===== src/rtl/load_align_unit.sv =====
// Load-data alignment unit: issues one or two aligned word reads per load, merges and
// right-justifies the addressed bytes, and sign/zero-extends them for writeback.
module load_align_unit #(
    parameter int XLEN      = 32,
    parameter int SPLIT_MIS = 1
) (
    input  logic            clk,
    input  logic            rst,
    input  logic            req_valid,
    output logic            req_ready,
    input  logic [XLEN-1:0] req_addr,
    input  logic [2:0]      req_funct3,
    input  logic [4:0]      req_rd,
    output logic            mem_req_valid,
    input  logic            mem_req_ready,
    output logic [XLEN-1:0] mem_addr,
    input  logic            mem_rsp_valid,
    input  logic [XLEN-1:0] mem_rsp_data,
    output logic            wb_valid,
    input  logic            wb_ready,
    output logic [XLEN-1:0] wb_data,
    output logic [4:0]      wb_rd,
    output logic            wb_fault
);
    localparam int BYTES = XLEN / 8;
    localparam int OFFW  = $clog2(BYTES);

    localparam logic [2:0] ST_IDLE  = 3'd0;
    localparam logic [2:0] ST_REQ0  = 3'd1;
    localparam logic [2:0] ST_WAIT0 = 3'd2;
    localparam logic [2:0] ST_REQ1  = 3'd3;
    localparam logic [2:0] ST_WAIT1 = 3'd4;
    localparam logic [2:0] ST_RESP  = 3'd5;

    logic [2:0]        state_r;
    logic [XLEN-1:0]   addr_r;
    logic [OFFW-1:0]   off_r;
    logic [2:0]        funct3_r;
    logic [4:0]        rd_r;
    logic              split_r;
    logic [XLEN-1:0]   lo_r;

    logic [OFFW-1:0]   off_s;
    logic [3:0]        size_s;
    logic [4:0]        end_s;
    logic              cross_s;
    logic              illegal_s;
    logic              fault_s;
    logic [XLEN-1:0]   aligned_s;
    logic [2*XLEN-1:0] cat_s;
    logic [2*XLEN-1:0] shifted_s;
    logic [XLEN-1:0]   load_s;

    function automatic logic [XLEN-1:0] extend(input logic [XLEN-1:0] d, input logic [2:0] f3);
        logic [XLEN-1:0] r;
        case (f3)
            3'b000:  r = XLEN'($signed(d[7:0]));
            3'b001:  r = XLEN'($signed(d[15:0]));
            3'b010:  r = XLEN'($signed(d[31:0]));
            3'b011:  r = d;
            3'b100:  r = XLEN'(d[7:0]);
            3'b101:  r = XLEN'(d[15:0]);
            3'b110:  r = XLEN'(d[31:0]);
            default: r = {XLEN{1'b0}};
        endcase
        return r;
    endfunction

    assign off_s     = req_addr[OFFW-1:0];
    assign aligned_s = {req_addr[XLEN-1:OFFW], {OFFW{1'b0}}};
    assign size_s    = 4'd1 << req_funct3[1:0];
    assign end_s     = {{(5-OFFW){1'b0}}, off_s} + {1'b0, size_s};
    assign cross_s   = end_s > 5'(BYTES);
    assign illegal_s = (req_funct3 == 3'b111) ||
                       ((XLEN == 32) && ((req_funct3 == 3'b011) || (req_funct3 == 3'b110)));
    assign fault_s   = illegal_s || ((SPLIT_MIS == 0) && cross_s);

    // Merge the captured low word with the arriving word, then right-justify and extend
    always_comb begin
        if (state_r == ST_WAIT1) begin
            cat_s = {mem_rsp_data, lo_r};
        end else begin
            cat_s = {{XLEN{1'b0}}, mem_rsp_data};
        end
        shifted_s = cat_s >> {off_r, 3'b000};
        load_s    = extend(shifted_s[XLEN-1:0], funct3_r);
    end

    // Control sequencing with every handshake output held in a register
    always_ff @(posedge clk or posedge rst) begin
        if (rst) begin
            state_r       <= ST_IDLE;
            addr_r        <= {XLEN{1'b0}};
            off_r         <= {OFFW{1'b0}};
            funct3_r      <= 3'b000;
            rd_r          <= 5'd0;
            split_r       <= 1'b0;
            lo_r          <= {XLEN{1'b0}};
            req_ready     <= 1'b1;
            mem_req_valid <= 1'b0;
            mem_addr      <= {XLEN{1'b0}};
            wb_valid      <= 1'b0;
            wb_data       <= {XLEN{1'b0}};
            wb_rd         <= 5'd0;
            wb_fault      <= 1'b0;
        end else begin
            case (state_r)
                ST_IDLE: begin
                    if (req_valid) begin
                        addr_r    <= aligned_s;
                        off_r     <= off_s;
                        funct3_r  <= req_funct3;
                        rd_r      <= req_rd;
                        split_r   <= cross_s;
                        req_ready <= 1'b0;
                        if (fault_s) begin
                            state_r  <= ST_RESP;
                            wb_valid <= 1'b1;
                            wb_fault <= 1'b1;
                            wb_data  <= {XLEN{1'b0}};
                            wb_rd    <= req_rd;
                        end else begin
                            state_r       <= ST_REQ0;
                            mem_req_valid <= 1'b1;
                            mem_addr      <= aligned_s;
                        end
                    end
                end
                ST_REQ0: begin
                    if (mem_req_ready) begin
                        mem_req_valid <= 1'b0;
                        state_r       <= ST_WAIT0;
                    end
                end
                ST_WAIT0: begin
                    if (mem_rsp_valid) begin
                        lo_r <= mem_rsp_data;
                        if (split_r) begin
                            state_r       <= ST_REQ1;
                            mem_req_valid <= 1'b1;
                            mem_addr      <= addr_r + XLEN'(BYTES);
                        end else begin
                            state_r  <= ST_RESP;
                            wb_valid <= 1'b1;
                            wb_data  <= load_s;
                            wb_rd    <= rd_r;
                            wb_fault <= 1'b0;
                        end
                    end
                end
                ST_REQ1: begin
                    if (mem_req_ready) begin
                        mem_req_valid <= 1'b0;
                        state_r       <= ST_WAIT1;
                    end
                end
                ST_WAIT1: begin
                    if (mem_rsp_valid) begin
                        state_r  <= ST_RESP;
                        wb_valid <= 1'b1;
                        wb_data  <= load_s;
                        wb_rd    <= rd_r;
                        wb_fault <= 1'b0;
                    end
                end
                ST_RESP: begin
                    if (wb_ready) begin
                        state_r   <= ST_IDLE;
                        req_ready <= 1'b1;
                        wb_valid  <= 1'b0;
                        wb_data   <= {XLEN{1'b0}};
                        wb_rd     <= 5'd0;
                        wb_fault  <= 1'b0;
                    end
                end
                default: begin
                    state_r       <= ST_IDLE;
                    req_ready     <= 1'b1;
                    mem_req_valid <= 1'b0;
                    wb_valid      <= 1'b0;
                end
            endcase
        end
    end
endmodule

===== config.mk =====
export PLATFORM = sky130hd
export DESIGN_NAME = load_align_unit
export DESIGN_NICKNAME = d
export VERILOG_FILES = /design/src/rtl/load_align_unit.sv
export SDC_FILE = /design/constraint.sdc
export NUM_CORES = 1
export LEC_CHECK = 0
export ABC_AREA = 0
export BUFFER_PORTS_ARGS = -buffer_cell sky130_fd_sc_hd__clkbuf_2
export CAP_MARGIN = 10
export CORE_ASPECT_RATIO = 0.6
export CORE_MARGIN = 2
export CORE_UTILIZATION = 61
export DETAILED_ROUTE_END_ITERATION = 10
export PLACE_DENSITY = 0.86
export SYNTH_ARGS = -nofsm -noshare
export SYNTH_HDL_FRONTEND = slang
export SYNTH_SLANG_ARGS = --single-unit

===== constraint.sdc =====
create_clock -name clk -period 9.1 [get_ports clk]
set_clock_uncertainty 0.2 [all_clocks]
set_input_delay 0.91 -clock clk [delete_from_list [all_inputs] [get_ports clk]]
set_output_delay 0.91 -clock clk [all_outputs]
set_load 0.03 [all_outputs]

==> reports/results.txt <==
post_cts resized = 0
post-synthesis mux area share = 18.61%
Worst path slowest cell = or2_0
port bufs = 148
Setup crit start = state_r[2]$_DFFE_PP0P_
Hold Crit Start = wb_fault$_DFFE_PP0P_
fin crit period = 3346 ps
commonest cells after routing, fill and taps aside = clkbuf_2, dfrtp_1, nand2_1
Final #Nets = 1,007
H-Tree Depth = 4
TNS Setup = 0 ps
crit path max fanout = 19
R2R setup slack = 5750 ps
drt initial violations = 720
wire length of the first global-routing pass = 34.70 mm
final hold vios = 0
Residual DRC = 0
via/cell ratio = 6.327
Worst Setup Start Kind = flop
status = completed
relative slew slack = 18.01%
Seq cells post-synth = 147
Pins Over Slew Limit = 0
largest net degree at the start of global routing = 81
final WL = 21.84 mm
combinational family with the most area after synthesis = multiplexers
Max Clock Freq = 0.2989 GHz
prevailing post-synth register cell = dfrtp_1
Data arrival, critical path = 3350 ps
initial antenna violation count = 0
Die Width = 153.5 um
Final ANT Viol Nets = 0
placer congestion estimate = 0.8733
P_leak = 0.004363 uW
CTS tree = built
max cap viols = 0
Chip Height = 93.70 um
Post-Synth XOR/XNOR Area = 1.606%
total track usage = 30.71%
Max VDD drop = 182.6 uV
Critical Path Max Stage Delay = 950 ps
grt ovf = 0
vias in the first global route = 6,498
type of the worst min-delay path = reg -> reg
Critical Path End Type = flop
critical path class = reg -> reg
worst setup margin = 5754 ps
WP buf/inv = 0
WL/cell = 19.69 um
Initial Util = 63.06%
total setup buffers inserted after CTS = 0
Async S/R FF share, synth = 100.0%
share of layout cells above drive strength 1 = 30.99%
post-synthesis compound-gate area fraction = 14.73%
Synth Area in Adders = 0.5506%
Mapped Area = 8180 um^2
CTS Buf Count = 17
half-perimeter wire length after placement = 14.63 mm
PwrDens = 375.1 nW/um^2
core area = 12,970 um^2
actual slew at the worst max-slew pin = 1230 ps
worst-skew pair later-pin latency = 410 ps
die area = 14,380 um^2
CP delay by family, top = simple AND/OR/NAND/NOR gates
clock-pin slew on the worst setup and hold paths = 60 ps
Antenna Cells = 0
worst slack, placed = 5622 ps
root buf cell = clkbuf_16
post-synthesis sequential area ratio = 44.98%
Yosys cell types = 70
critical-path cell list = nor3b_1 -> a21o_1 -> or2_0 -> a31o_4 -> o311ai_0
TritonRoute pass-1 iters = 6
DR vias = 7,017
RSZ-0062 raised after global routing = no
Post-Syn Instances = 808
# setup viols final = 0
Site Rows = 32
hold_buf cts = 0
Simple-Gate Fraction of Synth Area = 14.74%
TritonCTS sink count = 147
Clock Path Buffers = 2
synth warn = 0
Mean Syn Cell Area = 10.12 um^2
Post-synth EDFFs = 0
Tcrit/Tclk final = 36.77%
I/O pins = 151
Final Core Density = 73.70%
P&R area growth vs syn = 16.87%
CP required = 9100 ps
RR Startpoint = state_r[2]$_DFFE_PP0P_
commonest non-fill, non-tap cell in the layout = clkbuf_2
[worst register-to-register path: cells and delay by family, from the launching register on]
family	cells	cell delay, ps
compound gates	3	840
flops	1	770
simple gates	2	1350
[registers in the layout (all words and copies together) (netlist names)]
signal,count
lo_r,32
wb_data,32
addr_r,30
mem_addr,30
rd_r,5
wb_rd,5
funct3_r,3
state_r,3
off_r,2
mem_req_valid,1
req_ready,1
split_r,1
wb_fault,1
wb_valid,1
[per-stage QoR]
step | instance area, um^2 | cells | hold slack [ps] | total power (uW)
after CTS | 9560 | 1109 | 278.3 | 3562
after floorplan | 8184 | 809 | 275.8 | 2391
after global placement | 8931 | 1077 | 259.4 | 2732
after detailed placement | 8931 | 1077 | 263.0 | 2793
after global routing | 9560 | 1109 | 302.7 | 3781
final | 9560 | 1109 | 274.1 | 3586
[metal layers]
layer  share of wire, %  GRT usage [%]  vias up
li1                   -              -     3182
met1                 47          48.01     3428
met2                 42          42.07      379
met3                9.8          8.072       28
met4                1.2          8.028        0
met5                  0              0        -
[synthesized netlist by cell type, drive strengths merged (6+ instances only)]
cell | instances | share of area (%)
o21ai | 69 | 4.2
and3 | 6 | 0.46
clkbuf | 25 | 1.1
nand4 | 11 | 0.92
a21oi | 25 | 1.6
dfrtp | 146 | 45
mux2 | 71 | 9.8
nand2b | 7 | 0.63
xnor2 | 10 | 1.1
nor2 | 30 | 1.4
a32oi | 8 | 0.86
and4 | 6 | 0.64
o211ai | 27 | 3.0
buf | 36 | 2.8
o2111ai | 8 | 1.1
nand2 | 109 | 5.0
nand3 | 32 | 2.0
inv | 18 | 0.83
mux2i | 70 | 8.6
nor4 | 13 | 1.1
nor3 | 13 | 0.92
o31a | 9 | 0.96
[layout make-up]
cell class	count	area, um^2
repair buffers	159	823.3
well taps	170	212.7
inverters	18	72.57
fillers	921	3412
multi-input cells	583	4141
clock buffers	17	425.4
flip-flops and latches	147	3681
clock inverters	15	203.9
[power by group]
part	leakage (uW)	internal, uW	total (uW)	switching [uW]
registers	0.00182	949	1220	268
clock network	0.000308	462	753	291
logic	0.00224	623	1620	992
[cell families after synthesis]
| group | count (synthesis) |
|---|---|
| AOI/OAI and AO/OA | 175 |
| xor gates and xnor gates | 15 |
| adders and majority gates | 3 |
| and+or+nand+nor | 246 |
| buffers and inverters | 79 |
| muxes | 142 |
| other | 1 |
| DFF | 147 |
[path summary, 6_finish.rpt]
check	endpoint	depth (start not counted)
max	wb_data[31]$_DFFE_PP0P_	5
min	wb_fault$_DFFE_PP0P_	2
max reg2reg	wb_data[31]$_DFFE_PP0P_	5
min reg2reg	wb_fault$_DFFE_PP0P_	2
max in group asynchronous	off_r[0]$_DFFE_PP0P_	3
min in group asynchronous	mem_addr[8]$_DFFE_PP0P_	2
Note: power is estimated with default switching activity, not from simulation.
